## src/rtl/muldiv_pkg.sv

```systemverilog
// Shared definitions for the multi-cycle RV32M multiply/divide unit:
// funct3 op codes, FSM state encoding and divide special-case constants.
package muldiv_pkg;

    localparam logic [2:0] MULDIV_OP_MUL    = 3'd0;
    localparam logic [2:0] MULDIV_OP_MULH   = 3'd1;
    localparam logic [2:0] MULDIV_OP_MULHSU = 3'd2;
    localparam logic [2:0] MULDIV_OP_MULHU  = 3'd3;
    localparam logic [2:0] MULDIV_OP_DIV    = 3'd4;
    localparam logic [2:0] MULDIV_OP_DIVU   = 3'd5;
    localparam logic [2:0] MULDIV_OP_REM    = 3'd6;
    localparam logic [2:0] MULDIV_OP_REMU   = 3'd7;

    localparam logic [31:0] DIV_ZERO_QUOT = 32'hFFFF_FFFF;
    localparam logic [31:0] INT_MIN       = 32'h8000_0000;

    typedef enum logic [2:0] {
        StIdle,
        StSetup,
        StRun,
        StFinish,
        StDone
    } state_e;

endpackage

```

## src/rtl/muldiv_div_step.sv

```systemverilog
// One restoring radix-2 divide iteration: shift the next dividend bit into the
// partial remainder, trial-subtract the divisor, keep the difference if it fits.
module muldiv_div_step (
    input  logic [31:0] rem_i,
    input  logic        bit_i,
    input  logic [31:0] divisor_i,
    output logic [31:0] rem_o,
    output logic        quot_o
);

    logic [32:0] shifted;
    logic [31:0] diff;

    // Trial subtract on the 33-bit shifted remainder.
    always_comb begin
        shifted = {rem_i, bit_i};
        quot_o  = (shifted >= {1'b0, divisor_i});
        // When the subtract succeeds the difference is below the divisor, so 32 bits suffice.
        diff    = shifted[31:0] - divisor_i;
        rem_o   = quot_o ? diff : shifted[31:0];
    end

endmodule

```

## src/rtl/muldiv.sv

```systemverilog
// Multi-cycle RV32M multiply/divide unit with start/busy/done handshake.
// Optional macro MULDIV_FAST_MUL_EN: multiplies use a single combinational
// multiply in SETUP instead of the 32-cycle shift-add loop.
module muldiv
    import muldiv_pkg::*;
#(
    parameter int unsigned WIDTH = 32
) (
    input  logic             clk,
    input  logic             reset,
    input  logic             start,
    input  logic [2:0]       op,
    input  logic [WIDTH-1:0] source,
    input  logic [WIDTH-1:0] arg_1,
    output logic             busy,
    output logic             done,
    output logic [WIDTH-1:0] result
);

    state_e      state_q, state_d;
    logic [2:0]  op_q, op_d;
    logic [31:0] a_q, a_d;
    logic [31:0] b_q, b_d;
    logic        neg_a_q, neg_a_d;
    logic        neg_b_q, neg_b_d;
    logic [63:0] acc_q, acc_d;
    logic [5:0]  cnt_q, cnt_d;
    logic [31:0] result_q, result_d;

    logic        signed_a, signed_b, neg_a_w, neg_b_w, is_div, div_ovf;
    logic [31:0] mag_a, mag_b;
    logic [32:0] mul_sum;
    logic [31:0] div_rem;
    logic        div_q;
    logic [63:0] fin_prod;
    logic [31:0] fin_quot, fin_rem;

    // Operand sign handling, only meaningful while in SETUP with raw operands.
    assign signed_a = (op_q == MULDIV_OP_MULH) || (op_q == MULDIV_OP_MULHSU) ||
                      (op_q == MULDIV_OP_DIV)  || (op_q == MULDIV_OP_REM);
    assign signed_b = (op_q == MULDIV_OP_MULH) || (op_q == MULDIV_OP_DIV) ||
                      (op_q == MULDIV_OP_REM);
    assign neg_a_w  = signed_a & a_q[31];
    assign neg_b_w  = signed_b & b_q[31];
    assign mag_a    = neg_a_w ? -a_q : a_q;
    assign mag_b    = neg_b_w ? -b_q : b_q;
    assign is_div   = op_q[2];
    assign div_ovf  = ((op_q == MULDIV_OP_DIV) || (op_q == MULDIV_OP_REM)) &&
                      (a_q == INT_MIN) && (b_q == 32'hFFFF_FFFF);

`ifdef MULDIV_FAST_MUL_EN
    logic signed [63:0] fast_a, fast_b, fast_prod;
    // Sign-extended 33-bit operands; the low 64 product bits are all that matter.
    assign fast_a    = {{32{neg_a_w}}, a_q};
    assign fast_b    = {{32{neg_b_w}}, b_q};
    assign fast_prod = fast_a * fast_b;
`endif

    muldiv_div_step u_div_step (
        .rem_i     (acc_q[63:32]),
        .bit_i     (acc_q[31]),
        .divisor_i (b_q),
        .rem_o     (div_rem),
        .quot_o    (div_q)
    );

    // Next-state, datapath and result selection.
    always_comb begin
        state_d  = state_q;
        op_d     = op_q;
        a_d      = a_q;
        b_d      = b_q;
        neg_a_d  = neg_a_q;
        neg_b_d  = neg_b_q;
        acc_d    = acc_q;
        cnt_d    = cnt_q;
        result_d = result_q;

        mul_sum  = {1'b0, acc_q[63:32]} + {1'b0, b_q};
        fin_prod = (neg_a_q ^ neg_b_q) ? -acc_q : acc_q;
        fin_quot = (neg_a_q ^ neg_b_q) ? -acc_q[31:0] : acc_q[31:0];
        fin_rem  = neg_a_q ? -acc_q[63:32] : acc_q[63:32];

        unique case (state_q)
            StIdle: begin
                if (start) begin
                    op_d    = op;
                    a_d     = source;
                    b_d     = arg_1;
                    state_d = StSetup;
                end
            end
            StSetup: begin
                neg_a_d = neg_a_w;
                neg_b_d = neg_b_w;
                a_d     = mag_a;
                b_d     = mag_b;
                acc_d   = {32'h0, mag_a};
                cnt_d   = '0;
                state_d = StRun;
                // Special cases preload acc with the final words and clear the
                // sign flags, so FINISH selects them like any other result.
                if (is_div && (b_q == 32'h0)) begin
                    acc_d   = {a_q, DIV_ZERO_QUOT};
                    neg_a_d = 1'b0;
                    neg_b_d = 1'b0;
                    state_d = StFinish;
                end else if (div_ovf) begin
                    acc_d   = {32'h0, INT_MIN};
                    neg_a_d = 1'b0;
                    neg_b_d = 1'b0;
                    state_d = StFinish;
                end
`ifdef MULDIV_FAST_MUL_EN
                else if (!is_div) begin
                    acc_d   = fast_prod;
                    neg_a_d = 1'b0;
                    neg_b_d = 1'b0;
                    state_d = StFinish;
                end
`endif
            end
            StRun: begin
                if (is_div) begin
                    acc_d = {div_rem, acc_q[30:0], div_q};
                end else if (acc_q[0]) begin
                    acc_d = {mul_sum, acc_q[31:1]};
                end else begin
                    acc_d = {1'b0, acc_q[63:1]};
                end
                cnt_d = cnt_q + 6'd1;
                if (cnt_q == 6'd31) begin
                    state_d = StFinish;
                end
            end
            StFinish: begin
                unique case (op_q)
                    MULDIV_OP_MUL:    result_d = fin_prod[31:0];
                    MULDIV_OP_MULH,
                    MULDIV_OP_MULHSU,
                    MULDIV_OP_MULHU:  result_d = fin_prod[63:32];
                    MULDIV_OP_DIV,
                    MULDIV_OP_DIVU:   result_d = fin_quot;
                    default:          result_d = fin_rem;
                endcase
                state_d = StDone;
            end
            StDone: begin
                state_d = StIdle;
            end
            default: begin
                state_d = StIdle;
            end
        endcase
    end

    // State and datapath registers with synchronous active-low reset.
    always_ff @(posedge clk) begin
        if (!reset) begin
            state_q  <= StIdle;
            op_q     <= '0;
            a_q      <= '0;
            b_q      <= '0;
            neg_a_q  <= 1'b0;
            neg_b_q  <= 1'b0;
            acc_q    <= '0;
            cnt_q    <= '0;
            result_q <= '0;
        end else begin
            state_q  <= state_d;
            op_q     <= op_d;
            a_q      <= a_d;
            b_q      <= b_d;
            neg_a_q  <= neg_a_d;
            neg_b_q  <= neg_b_d;
            acc_q    <= acc_d;
            cnt_q    <= cnt_d;
            result_q <= result_d;
        end
    end

    assign busy   = (state_q != StIdle);
    assign done   = (state_q == StDone);
    assign result = result_q;

endmodule

```

## config.mk

```make
export PLATFORM = sky130hd
export DESIGN_NAME = muldiv
export DESIGN_NICKNAME = d
export VERILOG_FILES = /design/src/rtl/muldiv_pkg.sv /design/src/rtl/muldiv_div_step.sv /design/src/rtl/muldiv.sv
export SDC_FILE = /design/constraint.sdc
export NUM_CORES = 1
export LEC_CHECK = 0
export CAP_MARGIN = 20
export CORE_MARGIN = 10
export CORE_UTILIZATION = 60
export CTS_CLUSTER_SIZE = 12
export DETAILED_ROUTE_END_ITERATION = 6
export PLACE_DENSITY_LB_ADDON = 0.15
export SLEW_MARGIN = 5
export SYNTH_ARGS = -nofsm -noshare
export SYNTH_HDL_FRONTEND = slang
export SYNTH_SLANG_ARGS = --single-unit
```

## constraint.sdc

```tcl
create_clock -name clk -period 9.1 [get_ports clk]
set_input_delay 2.275 -clock clk [delete_from_list [all_inputs] [get_ports clk]]
set_output_delay 2.275 -clock clk [all_outputs]
set_load 0.01 [all_outputs]
```

== Word level (Yosys, flattened, before mapping) ==
Index checks and enable logic that the tools add are counted.

* Input port bits: 70
* Output and inout bits: 34
* Logic and storage cells: 84
* Flip-flop bits (word level): 174

* Equality and inequality tests: 16
* Bitwise logic cells: 3
* Mux-type cells: 26
* Order comparisons: 1
* Add/sub/neg operators: 8
* Reductions and logical operators: 21

{| class="wikitable"
|+ Operators by type and width
! operator !! count
|-
| $mux 32 || 8
|-
| $mux 64 || 4
|-
| $neg 32->32 || 4
|-
| $pmux 32 s2 || 2
|-
| $pmux 64 s2 || 1
|-
| $pmux 32 s3 || 1
|-
| $eq 32x32->1 const B || 2
|-
| $neg 64->64 || 1
|-
| $add 32x32->33 || 1
|-
| $ge 33x32->1 || 1
|-
| $logic_not 32->1 || 1
|-
| $sub 32x32->32 || 1
|-
| $eq 3x2->1 const B || 4
|-
| $eq 3x3->1 const B || 4
|-
| $pmux 3 s4 || 1
|-
| $pmux 6 s2 || 1
|-
| $add 6x1->6 const B || 1
|-
| $eq 3x1->1 const B || 2
|-
| $eq 6x5->1 const B || 1
|-
| $logic_not 3->1 || 2
|-
| $logic_or 1x1->1 || 6
|-
| $mux 1 || 6
|-
| $mux 3 || 2
|-
| $ne 2x2->1 const B || 3
|-
| 9 further kinds || 15
|}

== Depth between registers and ports, before layout ==
* Depth after elaboration: 9
* Gate-level depth with buffers: 14
* Mapped depth without buffers: 13

== Modules after synthesis ==
From an unflattened synthesis, not the netlist that was laid out.

* Cell total of the unflattened synthesis: 2228
* Area total of the unflattened synthesis: 16170.5 um^2

{| class="wikitable"
|+ By module, submodules not included
! module !! area an instance (um^2) !! instances !! sequential area each (um^2) !! cells each
|-
| muldiv || 13839.5 || 1 || 3483.3 || 1905
|-
| muldiv_div_step || 2331.0 || 1 || 0.0 || 323
|}

== Worst setup path before layout ==
No wires, ideal clock.

* Path type: input port to flip-flop
* From: in start
* To: reg a_q[14]
* Cell stages on the path: 6
* Path buffers: 2
* Setup time: 65 ps
* Slack: 5569 ps
* Data required time: 9035 ps
* Arrival: 3465 ps
* Cell sequence: and2_1 -> clkbuf_1 -> nor2_1 -> clkbuf_1 -> a221oi_1 -> nor2_1

* Word-level cells in the longest chain between the ends: 2

{| class="wikitable"
|+ RTL lines
! what !! RTL line !! source
|-
| start: declaration || muldiv.sv:11 || <nowiki>input logic start,</nowiki>
|-
| $ne 2x2->1 (no source line) || - ||
|-
| $reduce_and 2->1 (no source line) || - ||
|-
| end signal: assignment || muldiv.sv:162 || <nowiki>a_q <= '0;</nowiki>
|-
| end signal: assignment || muldiv.sv:172 || <nowiki>a_q <= a_d;</nowiki>
|-
| end: declaration || muldiv.sv:22 || <nowiki>logic [31:0] a_q, a_d;</nowiki>
|}

No other way between the ends.
A chain may end at the register's enable or synchronous reset.

== Final worst setup path ==
* From: reg state_q[2]
* To: out done

* Word-level cells in the longest chain between the ends: 1

{| class="wikitable"
|+ RTL lines
! what !! RTL line !! source
|-
| start: declaration || muldiv.sv:20 || <nowiki>state_e state_q, state_d;</nowiki>
|-
| start signal: assignment || muldiv.sv:160 || <nowiki>state_q <= StIdle;</nowiki>
|-
| start signal: assignment || muldiv.sv:170 || <nowiki>state_q <= state_d;</nowiki>
|-
| $eq 3x3->1 || muldiv.sv:183 || <nowiki>assign done = (state_q == StDone);</nowiki>
|-
| end: declaration || muldiv.sv:16 || <nowiki>output logic done,</nowiki>
|}

No other way between the ends.

==> qor.csv <==
stage,metric,value,unit
timing,slew_headroom,30.5,%
cts,cts_setup_buffers,0,
timing,setup_viol,0,
cts,cts-htree-levels,4,
yosys,synth_cell_type_count,89,
yosys,syn-cell-area,0.0156,mm2
finish,stdcell_area,0.0172,mm2
pwr,p_leak,6.44,nW
critical_path,critical_path_class,reg -> out,
pwr,power_density,324,mW/mm2
place,place_ws,4.49,ns
timing,finalCritPeriodShare,48.2,%
finish,syn2layout_area_growth,10.8,%
routing,drt_iter0_drc,3076,
min_path,worstHoldPathType,reg -> reg,
min_path,hold_end,result[0],
routing,wl,61.2,mm
yosys,yosysTopAreaCell,dfxtp_1,
outcome,status,"complete, no violations",
timing,period_minus_slack,4.38,ns
routing,firstDrtPassIters,6,
place,gp_congestion,1.08,
floorplan,io_pins,104,
floorplan,chipWidth,181,um
yosys,synthArstFlopShare,0,%
cts,clkLatencyLatePin,0.46,ns
place,portBuffers,103,
floorplan,initial_core_util,61.4,%
timing,hold_viol_final,0,
yosys,synth_fa_ha_area_share,5.89,%
cts,cts_buffer_depth,2,
yosys,synthSimpleGateAreaFrac,21.2,%
timing,grt_setup_unrepaired,false,
timing,worst-slew-pin-transition,1.04,ns
cts,cts-root-buf,clkbuf_16,
finish,fill_cells,2248,
yosys,ys.flop_type,dfxtp_1,
routing,drc_errors,0,
global_route,grt_overflow,0,
global_route,grt_pass1_wl,93.8,mm
yosys,synth-seq-area-share,22.4,%
timing,fin_setup_tns,0,ns
yosys,synth-edff-count,0,
finish,diodes,0,
timing,max_freq,0.228,GHz
cts,cts.sinks,174,
yosys,ys_seq_elements,174,
place,dp_hpwl,44.9,mm
routing,vias,17870,
floorplan,die_h,181,um
place,dp.cells,2452,
yosys,yosys-top-cells-area,"dfxtp_1 22%, a21oi_1 7.5%, xnor2_1 5.7%",
min_path,min_path_cells,2,
floorplan,die-area,0.0328,mm2
routing,viasPerCell,7.19,
yosys,yosysWarnings,0,
yosys,yosysTopAreaCellShare,22.4,%
cts,cts.clk_slew.worst_paths,0.09,ns
global_route,grt_max_degree,85,
cts,cts_tree,built,
critical_path,worst_ep_arrival_time,2.11,ns
critical_path,end_kind,primary output,
yosys,synthCells,2164,
global_route,grt_usage,35.0,%
critical_path,reg2regPathDepth,11,
timing,clock_skew,0.0224,ns
finish,final_cells,2485,
global_route,antenna_found_initial,0,
floorplan,core.rowCount,58,
cts,ctsResizeCount,0,
yosys,synth_mux_area_share,2.65,%
min_path,holdCritStartpoint,result[0],
routing,postRouteAntennaNets,0,
yosys,synth_top_family_by_area,compound AO/OA/AOI/OAI gates,
yosys,synth_xor_area_share,9.23,%
global_route,first_global_vias,16166,
finish,layout-drive-gt1-share,5.48,%
cts,cts.hold.buffers_added,0,
place,dpl_cell_area,0.0166,mm2
critical_path,r2r_end,acc_q[56],
critical_path,cp.required,6.83,ns
floorplan,coreArea,0.0253,mm2
cts,cts_buffers,17,
timing,slew_violations,0,
critical_path,rr_startpoint,b_q[1],
timing,setup_slack,4.72,ns
yosys,avgSynthCellArea,7.19,um2
critical_path,cp_max_fo,6,
finish,num-nets-final,2284,
run,maxCapViolations,0,
pwr,peakVddDrop,0.000229,V
routing,wire_per_inst,24.6,um
yosys,synth_fp_nets,2306,
critical_path,r2r_slack,4.79,ns
critical_path,startpoint_type,flip-flop,
pwr,total_power,0.00559,W
yosys,synth_compound_area_share,32.5,%
flip-flops by register name, summed over array words and instances, names as in the netlist:
| signal | count |
|---|---|
| a_q | 32 |
| acc_q | 64 |
| neg_a_q | 1 |
| neg_b_q | 1 |
| op_q | 3 |
| b_q | 32 |
| cnt_q | 6 |
| result | 32 |
| state_q | 3 |
stage by stage:
step                util, %  hold slack [ns]
floorplan                 -            0.465
detailed placement     65.5            0.468
global route           68.0            0.498
finish                 68.0            0.480
global placement       65.5            0.460
CTS                    68.0            0.484
area by class of cell:
| cell class | instances | area (um2) | share of cell area [%] |
|---|---|---|---|
| Clock buffer | 17 | 425 | 2.47 |
| Clock inverter | 15 | 201 | 1.17 |
| Inverter | 67 | 253 | 1.47 |
| Multi-Input combinational cell | 1747 | 11200 | 64.9 |
| Sequential cell | 174 | 3480 | 20.2 |
| Tap cell | 330 | 413 | 2.40 |
| Timing Repair Buffer | 135 | 1270 | 7.39 |
power by group:
part           internal, W  switching, W
combinational      0.00122       0.00225
sequential        0.000919      0.000394
clock             0.000383      0.000420
total              0.00252       0.00307
critical path: stages, from the launching register on:
cell and delay, ns:
dfxtp_1 0.60, inv_1 0.25, nor3_1 0.23, clkdlybuf4s50_1 0.57
cell usage after synthesis (17+ instances only):
| cell | number |
|---|---|
| inv_1 | 66 |
| a211oi_1 | 27 |
| a21o_1 | 25 |
| dfxtp_1 | 174 |
| clkbuf_1 | 154 |
| a21oi_1 | 232 |
| o22ai_1 | 31 |
| or3_1 | 19 |
| xnor2_1 | 101 |
| nor4_1 | 20 |
| ha_1 | 70 |
| nand3_1 | 49 |
| xor2_1 | 63 |
| o211ai_1 | 30 |
| and2_1 | 19 |
| nor2b_1 | 17 |
| nand4_1 | 25 |
| a221oi_1 | 50 |
| mux2i_1 | 31 |
| nand2_1 | 172 |
| a22oi_1 | 35 |
| nor2_1 | 223 |
| o21ai_0 | 161 |
| a31oi_1 | 38 |
| nor3_1 | 72 |
cells in the final DEF (no fill, tap or decap), types with 37 or more instances in the layout:
cell and n:
a31oi_1 37, inv_1 65, o21ai_0 161, xor2_1 62, nor3_1 72, dfxtp_1 173
a221oi_1 50, nor2_1 221, nand3_1 48, clkdlybuf4s50_1 102, a21oi_1 232, xnor2_1 100
ha_1 70, nand2_1 172
worst max-delay path by stage:
stage               slack, ns   endpoint       start
floorplan                5.57    a_q[14]       start
global placement         4.51  acc_q[59]       reset
detailed placement       4.49  acc_q[59]       reset
CTS                      4.77       done  state_q[2]
global route             4.62       done  state_q[2]
finish                   4.72       done  state_q[2]
kinds of logic after synthesis:
group / count (synthesis)
flip-flops: 174
XOR/XNOR: 164
AND/OR/NAND/NOR: 687
adder cells (fa/ha/maj): 72
multiplexers: 40
AO/OA/AOI/OAI: 784
buffers and inverters: 243
metal layers:
metal	track usage, %	vias to the layer above	wire, um
li1	-	7964	-
met1	47.8	8282	24800
met2	49.1	1372	24600
met3	12.3	252	9040
met4	13.4	0	2720
met5	0	-	0
(Power assumes the default switching activity.)
